<file path="src/rtl/alu_arbiter_if.sv">
// alu_arbiter_if: bundle between the two ALU requesters, the shared ALU and
// the arbiter.
//   req_*      : per-port request channel (valid/ready, ctrl, operands)
//   alu_*      : operands to the shared combinational ALU and its result
//   rsp_*      : per-port response channel, with a shared data bus
//   busy       : arbiter holds an operation or an unreturned result
// Modports: master = requesters plus the ALU side (the environment),
//           slave  = the arbiter.
interface alu_arbiter_if #(
  parameter int XLEN = 32
);
  logic [1:0]            req_valid;
  logic [1:0]            req_ready;
  logic [1:0][31:0]      req_alu_ctrl;
  logic [1:0][XLEN-1:0]  req_a;
  logic [1:0][XLEN-1:0]  req_b;
  logic [31:0]           alu_ctrl;
  logic [XLEN-1:0]       alu_a;
  logic [XLEN-1:0]       alu_b;
  logic [XLEN-1:0]       alu_result;
  logic [1:0]            rsp_valid;
  logic [1:0]            rsp_ready;
  logic [XLEN-1:0]       rsp_data;
  logic                  busy;

  modport master (
    output req_valid, req_alu_ctrl, req_a, req_b, rsp_ready, alu_result,
    input  req_ready, alu_ctrl, alu_a, alu_b, rsp_valid, rsp_data, busy
  );

  modport slave (
    input  req_valid, req_alu_ctrl, req_a, req_b, rsp_ready, alu_result,
    output req_ready, alu_ctrl, alu_a, alu_b, rsp_valid, rsp_data, busy
  );
endinterface

</file>
<file path="src/rtl/alu_arbiter.sv">
// alu_arbiter: shares one combinational integer ALU between two requesters.
// Port 0 is the execute-stage integer/branch path; port 1 is the address/aux path.
// Requests are granted round-robin. The operands are held in the OP stage for one
// cycle while they drive the ALU, then the ALU result is captured into the RES stage
// and returned to the port that owns it.
// Ports:
//   clk   : clock, all state on the rising edge
//   rst_n : synchronous active-low reset
//   bus   : alu_arbiter_if.slave (request, ALU and response channels, busy)
module alu_arbiter #(
  parameter int XLEN = 32
) (
  input logic         clk,
  input logic         rst_n,
  alu_arbiter_if.slave bus
);

  logic            op_v;
  logic            op_own;
  logic [31:0]     op_ctrl;
  logic [XLEN-1:0] op_a;
  logic [XLEN-1:0] op_b;
  logic            res_v;
  logic            res_own;
  logic [XLEN-1:0] res_data;
  logic            last_grant;

  logic            res_drain;
  logic            op_adv;
  logic            accept_en;
  logic            grant_v;
  logic            grant;
  logic [1:0]      ready;
  logic            accept;

  // Only the owning port's rsp_ready can retire the result.
  assign res_drain = res_v & bus.rsp_ready[res_own];
  assign op_adv    = op_v & (~res_v | res_drain);
  assign accept_en = ~op_v | op_adv;

  // With both ports valid, the port that did not win the last accept goes first.
  assign grant_v = |bus.req_valid;
  assign grant   = (bus.req_valid == 2'b11) ? ~last_grant : bus.req_valid[1];

  assign ready  = (rst_n & accept_en & grant_v) ? (2'b01 << grant) : 2'b00;
  assign accept = |(bus.req_valid & ready);

  assign bus.req_ready = ready;
  assign bus.alu_ctrl  = op_v ? op_ctrl : 32'd0;
  assign bus.alu_a     = op_v ? op_a : '0;
  assign bus.alu_b     = op_v ? op_b : '0;
  assign bus.rsp_valid = res_v ? (2'b01 << res_own) : 2'b00;
  assign bus.rsp_data  = res_data;
  assign bus.busy      = op_v | res_v;

  always_ff @(posedge clk) begin
    if (!rst_n) begin
      op_v       <= 1'b0;
      op_own     <= 1'b0;
      op_ctrl    <= 32'd0;
      op_a       <= '0;
      op_b       <= '0;
      res_v      <= 1'b0;
      res_own    <= 1'b0;
      res_data   <= '0;
      last_grant <= 1'b1;
    end else begin
      if (accept) begin
        op_ctrl    <= bus.req_alu_ctrl[grant];
        op_a       <= bus.req_a[grant];
        op_b       <= bus.req_b[grant];
        op_own     <= grant;
        last_grant <= grant;
      end
      // Accept and advance can happen on the same edge, so OP stays full.
      op_v <= accept | (op_v & ~op_adv);
      if (op_adv) begin
        res_data <= bus.alu_result;
        res_own  <= op_own;
        res_v    <= 1'b1;
      end else if (res_drain) begin
        res_v <= 1'b0;
      end
    end
  end

endmodule

</file>
<file path="src/flat_wrapper.sv">
// flat-port wrapper written by rule: the top's interface ports become plain ports
module alu_arbiter_flat 
#(
  parameter int XLEN = 32
)
  (clk, rst_n, bus_req_valid, bus_req_alu_ctrl, bus_req_a, bus_req_b, bus_rsp_ready, bus_alu_result, bus_req_ready, bus_alu_ctrl, bus_alu_a, bus_alu_b, bus_rsp_valid, bus_rsp_data, bus_busy);
  alu_arbiter_if #(.XLEN(XLEN)) bus_i ();
  input logic clk;
  input logic rst_n;
  input wire logic [$bits(bus_i.req_valid)-1:0] bus_req_valid;
  input wire logic [$bits(bus_i.req_alu_ctrl)-1:0] bus_req_alu_ctrl;
  input wire logic [$bits(bus_i.req_a)-1:0] bus_req_a;
  input wire logic [$bits(bus_i.req_b)-1:0] bus_req_b;
  input wire logic [$bits(bus_i.rsp_ready)-1:0] bus_rsp_ready;
  input wire logic [$bits(bus_i.alu_result)-1:0] bus_alu_result;
  output wire logic [$bits(bus_i.req_ready)-1:0] bus_req_ready;
  output wire logic [$bits(bus_i.alu_ctrl)-1:0] bus_alu_ctrl;
  output wire logic [$bits(bus_i.alu_a)-1:0] bus_alu_a;
  output wire logic [$bits(bus_i.alu_b)-1:0] bus_alu_b;
  output wire logic [$bits(bus_i.rsp_valid)-1:0] bus_rsp_valid;
  output wire logic [$bits(bus_i.rsp_data)-1:0] bus_rsp_data;
  output wire logic [$bits(bus_i.busy)-1:0] bus_busy;
  assign bus_i.req_valid = bus_req_valid;
  assign bus_i.req_alu_ctrl = bus_req_alu_ctrl;
  assign bus_i.req_a = bus_req_a;
  assign bus_i.req_b = bus_req_b;
  assign bus_i.rsp_ready = bus_rsp_ready;
  assign bus_i.alu_result = bus_alu_result;
  assign bus_req_ready = bus_i.req_ready;
  assign bus_alu_ctrl = bus_i.alu_ctrl;
  assign bus_alu_a = bus_i.alu_a;
  assign bus_alu_b = bus_i.alu_b;
  assign bus_rsp_valid = bus_i.rsp_valid;
  assign bus_rsp_data = bus_i.rsp_data;
  assign bus_busy = bus_i.busy;
  alu_arbiter #(.XLEN(XLEN)) u_core (.clk(clk), .rst_n(rst_n), .bus(bus_i));
endmodule
</file>
<file path="config.mk">
export PLATFORM = sky130hd
export DESIGN_NAME = alu_arbiter_flat
export DESIGN_NICKNAME = d
export VERILOG_FILES = /design/src/rtl/alu_arbiter_if.sv /design/src/rtl/alu_arbiter.sv /design/src/flat_wrapper.sv
export SDC_FILE = /design/constraint.sdc
export NUM_CORES = 1
export LEC_CHECK = 0
export ABC_AREA = 1
export ABC_CLOCK_PERIOD_IN_PS = 1500
export CORE_AREA = 2 2 142 144
export CTS_BUF_LIST = sky130_fd_sc_hd__clkbuf_8
export CTS_CLUSTER_SIZE = 30
export DETAILED_ROUTE_END_ITERATION = 6
export DIE_AREA = 0 0 144 146
export PLACE_DENSITY_LB_ADDON = 0.05
export SYNTH_ARGS = -nofsm -noshare
export SYNTH_HDL_FRONTEND = slang
export SYNTH_SLANG_ARGS = --single-unit
</file>
<file path="constraint.sdc">
create_clock -name clk -period 1.5 [get_ports clk]
set_clock_uncertainty 0.1 [all_clocks]
set_input_delay 0.3 -clock clk [delete_from_list [all_inputs] [get_ports clk]]
set_output_delay 0.3 -clock clk [all_outputs]
set_load 0.1 [all_outputs]
</file>
## Word level (Yosys, flattened, before mapping)

Cells that the tools add are included.

| storage, ports and cells | value |
|---|---|
| input port bits | 230 |
| latch bits | 0 |
| ROM bits | 0 |
| word-level logic and storage cells | 47 |
| bits in registers | 133 |
| bits in writable memories | 0 |
| memories | 0 |

| operators by class | value |
|---|---|
| multipliers | 0 |
| div/mod/pow operators | 0 |
| equality and inequality tests | 1 |
| $add $sub $neg | 0 |
| reductions and logical operators | 3 |
| shifts and indexed selects | 2 |
| multiplexer cells | 16 |
| $lt $le $gt $ge | 2 |
| bitwise logic cells | 14 |

Operators with widths:

| cell | count |
|---|---|
| two-way mux 32 bit | 9 |
| AND 1 bit | 5 |
| two-way mux 1 bit | 5 |
| < comparator 1 x 2 -> 1 bit, second input constant | 2 |
| two-way mux 2 bit | 2 |
| inverter 1 bit | 4 |
| OR 1 bit | 4 |
| OR reduction 2 bit | 2 |
| left shift 1 x 1 -> 2 bit, first input constant | 2 |
| AND 2 bit | 1 |
| == test 2 bit, second input constant | 1 |
| nonzero test 2 bit | 1 |

## Logic depth before layout (Yosys ltp)

| depth | value |
|---|---|
| depth in word-level cells | 12 |
| gate-level depth with buffers | 9 |
| gate-level depth less buffers | 7 |

## Worst setup path before layout

No wires, ideal clock.

| timing | value |
|---|---|
| path kind | input to output |
| start point | in rst_n |
| end point | out bus_req_ready[1] |
| arrival time | 2.194 ns |
| required time | 1.100 ns |
| stages on the path | 6 |
| slack | -1.094 ns |
| cell sequence | buf_2 > inv_4 > nor2_8 > nand2_8 > buf_6 > nor2_1 |

| on the way | value |
|---|---|
| word-level cells in the longest chain between the ends | 3 |

RTL lines:

| element | RTL line | RTL |
|---|---|---|
| start: declaration | flat_wrapper.sv:9 | `input logic rst_n;` |
| AND 1 bit (2 in a row) | alu_arbiter.sv:45 | `assign ready = (rst_n & accept_en & grant_v) ? (2'b01 << grant) : 2'b00;` |
| two-way mux 2 bit | alu_arbiter.sv:45 |  |
| end: declaration | flat_wrapper.sv:16 | `output wire logic [$bits(bus_i.req_ready)-1:0] bus_req_ready;` |

No other way between the ends.

## Final worst setup path

| timing | value |
|---|---|
| start point | reg u_core.op_v |
| end point | out bus_alu_ctrl[14] |

| on the way | value |
|---|---|
| word-level cells in the longest chain between the ends | 1 |

RTL lines:

| element | RTL line | RTL |
|---|---|---|
| start: declaration | alu_arbiter.sv:18 | `logic op_v;` |
| start signal: assignment | alu_arbiter.sv:76 | `op_v <= accept \| (op_v & ~op_adv);` |
| two-way mux 32 bit | alu_arbiter.sv:49 | `assign bus.alu_ctrl = op_v ? op_ctrl : 32'd0;` |
| end: declaration | flat_wrapper.sv:17 | `output wire logic [$bits(bus_i.alu_ctrl)-1:0] bus_alu_ctrl;` |

No other way between the ends.

==> impl_metrics.csv <==
group,metric,value,unit
outcome,outcome,"finished, violations left",
outcome,failed_checks,"setup timing",
place,gp_congestion,0.777,
clock_network,worst_skew_pair.late_latency,0.45,ns
synth,avgSynthCellArea,6.22,um2
worst_hold_path,holdCritPathClass,"input pin to flop",
synth,mappedNetlistArea,6990,um2
sta,maxClockFrequency,496,MHz
place,placedInstanceArea,13000,um2
final_layout,most_common_library_cell_in_the_layout_ignoring_fill_and_taps,"nand2_1",
worst_setup_path,critical_path_peak_fanout,8,
pwr,total_internal_power,7.53,mW
worst_setup_path,crit_type,"flop to output port",
pwr,clkPwrFrac,25.6,%
detailed_routing,wl_per_cell,18.8,um
worst_setup_path,critPathLaunchType,"flop",
sta,min_period,2.02,ns
global_routing,grt_use_total,27.6,%
global_routing,grt_pass1_wl,45000,um
synth,synth_nets,1353,
synth,netlist-cell-type-count,19,
final_layout,post_layout_nonfiller_instances,1793,
worst_setup_path,cpPeakStageDelay,0.38,ns
synth,synth-xor-area-share,0,%
sta,relSlewSlack,57.7,%
final_layout,post-route-util,83.6,%
pwr,irDropWorstVdd,0.000652,V
final_layout,final_cell_area,16200,um2
floorplan,floorplan.initialDensity,36.1,%
sta,grt_setup_unrepaired,"yes",
sta,setup_ws,-0.518,ns
global_routing,pin_count_of_the_biggest_net_entering_global_routing,58,
floorplan,boundaryPins,363,
place,number_of_placed_cells_counting_well_taps,1706,
synth,yosys-mux-area-fraction,0,%
synth,yosysWarnings,0,
final_layout,nets,1745,
place,hpwl,18900,um
detailed_routing,num_vias,9133,
pwr,p_comb_share,41.7,%
worst_setup_path,critPathBufInv,5,
sta,final_hold_violation_count,0,
synth,synth_seq_area_share,38.1,%
global_routing,grt.overflow.total,0,
detailed_routing,dr.pass1.iters,5,
flow_run,maxCapViolations,0,
detailed_routing,drt-total-wl,33800,um
pwr,power.total,12.3,mW
synth,compound_gate_fraction_of_synth_area,9.52,%
final_layout,layout.cells.most_common_list,"nand2_1, clkdlybuf4s50_1, buf_12, dfxtp_1, clkinvlp_4",
synth,yosys.area_share.simple,39.6,%
floorplan,chipHeight,146,um
pwr,sequential_share_of_power,32.7,%
worst_setup_path,worstPathCellList,"buf_12 > buf_12 > buf_12 > nand2_4 > clkinvlp_4 > buf_12",
detailed_routing,drtIter0Drc,473,
sta,final-setup-viol-count,198,
global_routing,first_global_vias,8448,
final_layout,area_growth,131,%
final_layout,drive_gt1_share,42.9,%
floorplan,core,19300,um2
synth,postSynthCellCount,1123,
worst_setup_path,crit_path_end_kind,"output port",
clock_network,htree_num_levels,4,
synth,synth.ff_latch_count,133,
worst_setup_path,cpLargestDelayFamily,"buffers and inverters",
sta,timing.setup.tns,-65.09,ns
synth,synth_top_family_by_area,"simple AND/OR/NAND/NOR gates",
floorplan,num_rows,51,
worst_setup_path,critical_path_arrival,1.62,ns
clock_network,cts_hold_repair.buffers,0,
clock_network,clock_sink_count,133,
floorplan,fp.dieArea,21000,um2
clock_network,clk_pin_slew_worst_paths,0.08,ns
clock_network,clk_path_buf_depth,2,
worst_setup_path,worst_path_most_repeated_cell,"buf_12",
synth,synth_adder_area_share,0,%
detailed_routing,post_drt_via_cell_ratio,5.09,
sta,slew_violations,0,
place,place.port_buffers,362,
global_routing,antenna_found_initial,0,
detailed_routing,drt_drc_violations_left,0,
floorplan,die_width,144,um
worst_setup_path,timing.critical_path.required,1.10,ns
final_layout,antenna_cells_inserted,0,
worst_setup_path,crit_path_top_delay_cell,"dfxtp_4",
clock_network,cts_root_buf,"clkbuf_8",
sta,worst_slew_pin_slew,0.634,ns
detailed_routing,final_antenna_net_count,0,
pwr,power_leakage,6.46,nW
pwr,power_per_unit_of_standard_cell_area,761,nW/um2
pwr,netSwitchingFraction,38.8,%
sta,timing.final.crit_share,135,%
clock_network,tritoncts.num_buffers,17,
clock_network,cts_tree,"done",
pwr,p_switching,4.77,mW
-- worst paths after layout --
path	startpoint	to	slack, ns	depth (start not counted)
worst min register to register	u_core.op_a[0]	u_core.op_a[0]	0.36	2
worst max-delay path	u_core.op_v	bus_alu_ctrl[14]	-0.52	6
worst max register to register	u_core.res_own	u_core.op_ctrl[24]	-0.34	11
worst min-delay path	bus_req_valid[1]	u_core.op_v	0.17	3
-- state kept, by name, indices dropped and copies added, names as in the netlist --
name	cells
u_core.op_b	32
u_core.op_own	1
u_core.res_own	1
u_core.last_grant	1
u_core.op_v	1
u_core.op_a	32
u_core.bus.rsp_data	32
u_core.op_ctrl	32
u_core.res_v	1
-- worst register-to-register path: cells and delay by family, from the launching register on --
family                 cells  cell delay [ns]
and+or+nand+nor            3             0.27
AOI/OAI and AO/OA          1             0.07
DFF                        1             0.38
buffers and inverters      7             0.89
-- per-layer routing --
layer	vias up	global-route usage (%)	part of all wire [%]
li1	4348	-	-
met1	4339	30.3	35
met2	378	49.8	53
met3	68	8.39	8.5
met4	0	9.61	2.8
met5	-	0	0
-- power groups by stage --
stage | clock network [mW] | registers, mW | logic (mW)
floorplan | 0 | 4.53 | 1.87
global placement | 0 | 4.05 | 4.11
detailed placement | 0 | 4.06 | 4.14
CTS | 3.16 | 4.00 | 4.52
global route | 3.34 | 4.05 | 5.35
finish | 3.15 | 4.03 | 5.12
-- cell families (layout without fill, tap and decap cells) --
logic type | Yosys count | count (layout)
compound gates | 133 | 133
simple gates | 660 | 660
flops | 133 | 133
buf+inv | 197 | 602
-- synth_stat cells, drive strengths merged --
master / n / area share, %
clkbuf: 25 / 1.3
inv: 104 / 5.6
nand4: 1 / 0.090
nand2: 394 / 21
nor2: 71 / 4.2
nand3: 194 / 14
buf: 68 / 5.8
a21oi: 100 / 7.2
dfxtp: 133 / 38
o21ai: 33 / 2.4
-- layout make-up --
cell class	instances	area, um2
timing repair buffer	466	6790
multi-input combinational	793	5190
fill	1112	3180
sequential	133	2670
inverter	104	772
tap	265	332
clock buffer	18	248
clock inverter	14	150
-- stage by stage --
stage / hold WS, ns / setup slack [ns]
4_1_cts: 0.157 / -0.504
5_1_grt: 0.166 / -0.587
2_1_floorplan: 0.339 / -0.248
6_report: 0.168 / -0.518
3_3_place_gp: 0.348 / -0.455
3_5_place_dp: 0.352 / -0.474
-- timing repair --
action | 4_1_cts | 5_1_grt
setup buffers | 23 | 12
setup endpoints to repair | 197 | 233
gates resized for setup | 136 | 270
pin swaps | 14 | 111
gates cloned | 19 | 14
No activity file was read; power rests on OpenSTA's default activity.
